File: config.mk
export PLATFORM = sky130hd
export DESIGN_NAME = sample_uart_tx
export DESIGN_NICKNAME = d
export VERILOG_FILES = /design/src/rtl/sensor_pkg.sv /design/src/rtl/sample_fifo.sv /design/src/rtl/sample_uart_tx.sv
export SDC_FILE = /design/constraint.sdc
export NUM_CORES = 1
export LEC_CHECK = 0
export BUFFER_PORTS_ARGS = -buffer_cell sky130_fd_sc_hd__buf_2
export CORE_AREA = 3 3 132 83
export CTS_CLUSTER_DIAMETER = 100
export DETAILED_ROUTE_END_ITERATION = 8
export DIE_AREA = 0 0 135 86
export HOLD_SLACK_MARGIN = 0.12
export PLACE_DENSITY_LB_ADDON = 0.05
export REMOVE_ABC_BUFFERS = 1
export SYNTH_ARGS = -nofsm -noshare
export SYNTH_HDL_FRONTEND = slang
export SYNTH_SLANG_ARGS = --single-unit
File: constraint.sdc
create_clock -name update_clk -period 1.8 [get_ports update_clk]
set_input_delay 0.27 -clock update_clk [delete_from_list [all_inputs] [get_ports update_clk]]
set_output_delay 0.27 -clock update_clk [all_outputs]
set_load 0.03 [all_outputs]
File: src/rtl/sensor_pkg.sv
// sensor_pkg: shared sample width, sync byte and UART FSM state type
package sensor_pkg;
  localparam int SAMPLE_W = 16;
  localparam logic [7:0] SYNC_BYTE = 8'hA5;
  typedef enum logic [1:0] {IDLE, START, DATA, STOP} uart_state_t;
endpackage

File: src/rtl/sample_fifo.sv
// sample_fifo: synchronous push/pop FIFO with extra-bit pointers; head always visible on dout
module sample_fifo
  import sensor_pkg::*;
#(
  parameter int DEPTH = 4,
  parameter int W = SAMPLE_W
) (
  input  logic         clk,
  input  logic         rst,
  input  logic         push,
  input  logic         pop,
  input  logic [W-1:0] din,
  output logic [W-1:0] dout,
  output logic         full,
  output logic         empty
);
  localparam int AW = $clog2(DEPTH);
  logic [W-1:0] mem [DEPTH];
  logic [AW:0] wr, rd;
  assign empty = wr == rd;
  assign full = (wr[AW] != rd[AW]) && (wr[AW-1:0] == rd[AW-1:0]);
  assign dout = mem[rd[AW-1:0]];
  always_ff @(posedge clk) begin
    if (rst) begin
      wr <= '0;
      rd <= '0;
    end else begin
      if (push && !full) begin
        mem[wr[AW-1:0]] <= din;
        wr <= wr + 1'b1;
      end
      if (pop && !empty) rd <= rd + 1'b1;
    end
  end
endmodule

File: src/rtl/sample_uart_tx.sv
// sample_uart_tx: buffered 16-bit sample to 8N1 UART serializer, MSB byte first; SAMPLE_UART_SYNC_BYTE_EN prepends 0xA5
module sample_uart_tx
  import sensor_pkg::*;
#(
  parameter int CLKS_PER_BIT = 868,
  parameter int FIFO_DEPTH = 4
) (
  input  logic                       update_clk,
  input  logic                       rst,
  input  logic signed [SAMPLE_W-1:0] sample_in,
  input  logic                       sample_valid,
  output logic                       sample_ready,
  output logic                       tx,
  output logic                       busy,
  output logic                       drop
);
  localparam int BW = $clog2(CLKS_PER_BIT);
  uart_state_t state;
  logic [BW-1:0] baud;
  logic [2:0] bit_cnt;
  logic [7:0] bits;
  logic [SAMPLE_W-1:0] rest;
  logic [1:0] left;
  logic tx_q, full, empty, pop, baud_end;
  logic [SAMPLE_W-1:0] head, first_rest;
  logic [7:0] first_byte;
  logic [1:0] first_left;
  sample_fifo #(.DEPTH(FIFO_DEPTH), .W(SAMPLE_W)) fifo (
    .clk(update_clk), .rst(rst), .push(sample_valid), .pop(pop),
    .din(sample_in), .dout(head), .full(full), .empty(empty)
  );
`ifdef SAMPLE_UART_SYNC_BYTE_EN
  assign first_byte = SYNC_BYTE;
  assign first_rest = head;
  assign first_left = 2'd2;
`else
  assign first_byte = head[SAMPLE_W-1 -: 8];
  assign first_rest = {head[7:0], 8'h00};
  assign first_left = 2'd1;
`endif
  assign baud_end = baud == BW'(CLKS_PER_BIT - 1);
  assign pop = !empty && (state == IDLE || (state == STOP && baud_end && left == 2'd0));
  assign tx = tx_q | rst;
  assign busy = !rst && (state != IDLE || !empty);
  assign sample_ready = rst || !full;
  assign drop = sample_valid && !sample_ready;
  always_ff @(posedge update_clk) begin
    if (rst) begin
      state <= IDLE;
      baud <= '0;
      bit_cnt <= '0;
      bits <= '0;
      rest <= '0;
      left <= '0;
      tx_q <= 1'b1;
    end else begin
      baud <= (state == IDLE || baud_end) ? '0 : baud + 1'b1;
      if (pop) begin
        state <= START;
        tx_q <= 1'b0;
        bits <= first_byte;
        rest <= first_rest;
        left <= first_left;
      end else begin
        case (state)
          START: if (baud_end) begin
            state <= DATA;
            tx_q <= bits[0];
            bits <= bits >> 1;
          end
          DATA: if (baud_end) begin
            bit_cnt <= bit_cnt + 1'b1;
            if (bit_cnt == 3'd7) begin
              state <= STOP;
              tx_q <= 1'b1;
            end else begin
              tx_q <= bits[0];
              bits <= bits >> 1;
            end
          end
          STOP: if (baud_end) begin
            if (left != 2'd0) begin
              state <= START;
              tx_q <= 1'b0;
              bits <= rest[SAMPLE_W-1 -: 8];
              rest <= rest << 8;
              left <= left - 2'd1;
            end else state <= IDLE;
          end
          default: ;
        endcase
      end
    end
  end
endmodule

Word level (Yosys, flattened, before mapping)
Memory sizes are Yosys's and may differ from the RTL's. A register that Yosys moved wholly into a read port is not among the register bits.
Cells that the tools add are included.
{"block": "classes", "addsub": 5, "n_eq_ne": 18, "n_mux": 34, "bitwise_logic": 2, "n_reduce_logical": 34}
{"operator": "$mux W16", "n": 4}
{"operator": "$mux W8", "n": 6}
{"operator": "$pmux W8 S3", "n": 1}
{"operator": "$mux W1", "n": 15}
{"operator": "$ne A3 B2 Y1 const B", "n": 5}
{"operator": "$reduce_and A5 Y1", "n": 3}
{"operator": "$mux W2", "n": 6}
{"operator": "$add A10 B1 Y10 const B", "n": 1}
{"operator": "$eq A10 B10 Y1 const B", "n": 1}
{"operator": "$reduce_bool A2 Y1", "n": 5}
{"operator": "$add A3 B1 Y3 const B", "n": 3}
{"operator": "$reduce_and A3 Y1", "n": 3}
{"operator": "$logic_and A1 B1 Y1", "n": 8}
{"operator": "$ne A2 B2 Y1 const B", "n": 4}
{"operator": "$pmux W2 S3", "n": 1}
{"operator": "$reduce_and A6 Y1", "n": 1}
{"operator": "$eq A2 B2 Y1 const B", "n": 2}
{"operator": "$logic_not A1 Y1", "n": 4}
{"operator": "$logic_not A2 Y1", "n": 2}
{"operator": "$logic_or A1 B1 Y1", "n": 4}
{"operator": "$reduce_bool A4 Y1", "n": 1}
{"operator": "$reduce_or A2 Y1", "n": 2}
{"operator": "$eq A3 B3 Y1", "n": 1}
{"operator": "$eq A3 B3 Y1 const B", "n": 1}
{"operator": "other kinds (9)", "n": 9}
{"block": "totals", "register_bits": 40, "ram_bits": 64, "input_bits": 19, "out_inout_bits": 4, "memories": 1}
{"name": "fifo.mem", "words": 4, "width": 16, "read_ports": 1, "rd_ports_with_merged_regs": 1, "write_ports": 1, "line": "sample_fifo.sv:18", "source": "logic [W-1:0] mem [DEPTH];"}

Depth between registers and ports, before layout
{"block": "depth", "depth_word": 8, "mapped_depth": 8, "ltp_nobuf": 7}

By module
From an unflattened synthesis, not the netlist that was laid out.
{"block": "unflattened", "cells_unflattened": 372, "hier_area_um2": 4773.3}
{"module": "sample_fifo", "instances": 1, "cells_each": 154, "area_per_inst_um2": 2914.0, "seq_area_each_um2": 2082.0}
{"module": "sample_uart_tx", "instances": 1, "cells_each": 218, "area_per_inst_um2": 1859.3, "seq_area_each_um2": 680.7}

Worst setup path after synthesis
Ideal clock, no wire load.
{"block": "synth_timing", "kind": "register -> register", "startpoint": "register baud[0]", "endpoint": "register bits[7]", "arrival_ns": 1.834, "required_time_ns": 1.709, "setup_slack_ns": -0.125, "path_stages_with_launch": 8, "path_buffers": 1, "synth_period_minus_slack_ns": 1.925, "cell_sequence": "dfxtp_1 ha_1 and4b_1 nand3_2 o21a_1 buf_6 or3_1 a311oi_1"}
{"block": "synth_via", "elab_chain_len": 7, "word_cells_on_any_way": 13, "classes_between": "6 x eq/ne; 1 x mux; 6 x reduce/logical"}
{"item": "from (decl)", "line": "sample_uart_tx.sv:19", "source": "logic [BW-1:0] baud;"}
{"item": "from (signal assigned)", "line": "sample_uart_tx.sv:57", "source": "baud <= (state == IDLE || baud_end) ? '0 : baud + 1'b1;"}
{"item": "$eq A10 B10 Y1 (*)", "line": "sample_uart_tx.sv:41", "source": "assign baud_end = baud == BW'(CLKS_PER_BIT - 1);"}
{"item": "$logic_and A1 B1 Y1 (2 in series)", "line": "sample_uart_tx.sv:42", "source": "assign pop = !empty && (state == IDLE || (state == STOP && baud_end && left == 2'd0));"}
{"item": "$logic_or A1 B1 Y1", "line": "sample_uart_tx.sv:42"}
{"item": "$logic_and A1 B1 Y1", "line": "sample_uart_tx.sv:42"}
{"item": "$ne A3 B2 Y1 (no source line) (tied with other cells)"}
{"item": "$reduce_and A6 Y1 (no source line)"}
{"item": "to (signal assigned)", "line": "sample_uart_tx.sv:61", "source": "bits <= first_byte;"}
{"item": "to (signal assigned)", "line": "sample_uart_tx.sv:69", "source": "bits <= bits >> 1;"}
{"item": "to (signal assigned)", "line": "sample_uart_tx.sv:78", "source": "bits <= bits >> 1;"}
{"item": "to (decl)", "line": "sample_uart_tx.sv:21", "source": "logic [7:0] bits;"}
Every way passes the cells marked *; elsewhere a longest branch is shown, timed or not.
A chain may end at the register's enable or synchronous reset.

==> flow_summary.toml <==
[run_status]
status = "complete, but fails checks"
violations = "setup timing"

[routing]
first_iter_violations = 145
drc = 0
firstDrtPassIters = 4
wirelength_um = 8836
num_vias = 2839
wl_per_cell_um = 16.18
ant_nets = 0
vias_per_cell = 5.200

[worst_setup_path]
rr_worst_depth = 6
end_kind = "flip-flop"
worstPathRequired_ps = 2030
r2r-start = "baud[4]"
r2r_setup_slack_ps = -20
criticalPathCategory = "flip-flop to flip-flop"
startpoint_type = "flip-flop"
crit_path_start = "baud[4]"
path_max_fanout = 8
worstPathArrival_ps = 2050

[logic_synthesis]
ys_warn_count = 0
async_reset_ff_frac = 0
post-synth-top-area-fraction = 0.4351
synth_area_leaders = "edfxtp_1, dfxtp_1, mux4_2, a21oi_1, nor2_1"
yosysSeqAreaShare = 0.6255
synth_top_area_cell = "edfxtp_1"
synth_cell_types = 41
syn_area_sq_mm = 0.004417
synth_edf_count = 64
syn_area_per_cell_sq_um = 12.84
synth_seq_cells = 106
netlist_instances = 344
synth_ff_type = "edfxtp_1"

[die]
die_h_um = 86
core_area_sq_mm = 0.009774
io_pins = 23
initial_utilization = 0.4519
rows = 28
die_area_sq_mm = 0.01161
die_width_um = 135

[clocking]
insertion_delay_ps = 340
cts_sinks = 106
clk_path_buf_depth = 2
cts_inserted_buffers = 9
root_buffer = "clkbuf_16"
cts_hold_buf = 0
cts_tree = "yes"
h-tree-depth = 3
path_clk_slew_ps = 70

[global_route]
grt_pass1_vias = 2747
grt_first_pass_wirelength_um = 14300
antenna_found_initial = 0
grt_overflow_total = 0
grt_usage = 0.1607
grt_max_degree = 22

[sta]
fin_skew_ps = 9.373
drv_slew = 0
setup-tns-final_ps = -26.38
relSlewSlack = 0.7696
tightest_slew_ps = 342.0
fin_crit_sh = 1.009
hold_viol = 0
fmax_ghz = 0.5506
rsz0062_at_grt = "true"
post-route-min-period_ps = 1816
worst_slack_ps = -16.24
setup_viol = 3

[placed_design]
gp_congestion = 0.8547
hpwl_um = 6081
port-buffer-count = 22
placed_cells = 523

[cells_and_area]
n_antenna_cell = 0
nFillCells = 817
area_delta_synth_final_pct = 25.89
drive_above_1_share = 0.3479
nNetsFinal = 434
final_cells = 546

[run]
timing.max_cap.violations = 0

[power_and_ir_drop]
power_frac_comb = 0.344
switchingPower_mw = 2.303
pwr-share-clk = 0.259
swShare = 0.3079
vdd_ir_drop_max_mv = 0.6379
seq_power_share = 0.396
leakagePower_nw = 1.937
power.density_mw_per_mm2 = 1345
internal_power_mw = 5.176

[hold_path]
min_from = "sample_in[9]"
hold_path.class = "input port to flip-flop"
==> worst min path at each step <==
stage,endpoint,slack (ps),depth (start not counted)
2_1_floorplan,bits[0],340,1
3_3_place_gp,bits[7],460,2
3_5_place_dp,rest[11],460,2
4_1_cts,fifo.mem[3][2],130,1
5_1_grt,fifo.mem[3][2],140,1
6_report,fifo.mem[0][9],140,1
==> synth_stat cells (7+ instances only) <==
cell       n
edfxtp_1  64
dfxtp_1   42
nor2_1    32
nand2_1   26
a21oi_1   25
mux4_2    16
inv_1     15
o211ai_1  15
nand3_1   14
clkbuf_1  13
xnor2_1   13
ha_1       9
nor3_1     7
==> critical path, cell delays in order, from the launching register on <==
cell     delay (ps)
dfxtp_4         360
or3_4           380
nor4_4          370
o21a_2          260
buf_6           160
xnor2_2         120
nor2_1           50
==> cells by family after synthesis <==
| group | after synthesis | synth area share |
|---|---|---|
| buf+inv | 34 | 0.03343 |
| compound gates | 56 | 0.08074 |
| fa+ha+maj | 9 | 0.02550 |
| simple gates | 100 | 0.1057 |
| mux | 22 | 0.09547 |
| xor+xnor | 17 | 0.03371 |
| flops | 106 | 0.6255 |
==> stage by stage <==
stage / worst slack (ps) / utilization / power [mW] / cell area (sq um) / hold slack (ps)
3_5_place_dp: -52.57 / 0.5102 / 5.182 / 4987 / 463.2
4_1_cts: -0.8602 / 0.5465 / 7.201 / 5341 / 130.6
2_1_floorplan: -135.0 / - / 4.314 / 4325 / 339.1
3_3_place_gp: -1.680 / 0.5102 / 5.170 / 4987 / 462.3
6_report: -16.24 / 0.5689 / 7.479 / 5560 / 143.1
5_1_grt: -89.93 / 0.5689 / 7.900 / 5560 / 135.6
==> metal layers <==
layer,vias to the layer above,track usage,routed length (um)
met4,0,0.04392,68
met5,-,0,0
met3,6,0.04513,460
li1,1379,-,-
met1,1394,0.2462,4616
met2,60,0.2231,3691
==> sequential cells by signal, summed over array words and instances (netlist names), named ones only <==
register,count
fifo.mem,64
baud,10
bits,8
rest,8
bit_cnt,3
fifo.rd,3
fifo.wr,3
left,2
state,2
tx_q,1
==> power by group through the flow <==
stage	registers, mW	logic [mW]	clock network [mW]
after floorplan	3.07	1.24	0
after CTS	2.95	2.25	1.99
final	2.97	2.58	1.94
after global routing	2.99	2.82	2.09
after detailed placement	3.00	2.18	0
after global placement	3.00	2.18	0
==> area by class of cell <==
class	instances	area [sq um]	share of cell area
Clock buffer	10	229.0	0.04118
Clock inverter	6	66.31	0.01193
Inverter	15	56.30	0.01013
Multi-Input combinational cell	204	1689	0.3038
Sequential cell	106	2781	0.5002
Tap cell	135	168.9	0.03038
Timing Repair Buffer	70	569.3	0.1024
==> placed cells by master, fill, tap and decap left out, types with 6 or more instances in the layout <==
cell | synthesis | routed
edfxtp_1 | 64 | 64
buf_4 | 0 | 39
dfxtp_1 | 42 | 33
nor2_1 | 32 | 31
nand2_1 | 26 | 20
buf_2 | 3 | 20
a21oi_1 | 25 | 17
mux4_2 | 16 | 16
inv_1 | 15 | 15
o211ai_1 | 15 | 15
nand3_1 | 14 | 14
xnor2_1 | 13 | 9
clkbuf_16 | 0 | 9
a21oi_2 | 0 | 8
ha_1 | 9 | 7
and2_1 | 6 | 6
dfxtp_2 | 0 | 6
buf_12 | 0 | 6
==> repair_timing <==
item / CTS / global route
resized for setup: 10 / 48
cloned: 0 / 1
pin swaps: 2 / 14
endpoints found under the hold margin: 0 / 0
buffers inserted: 2 / 4
endpoints found under the setup margin: 23 / 38
No activity file was read; power rests on OpenSTA's default activity.
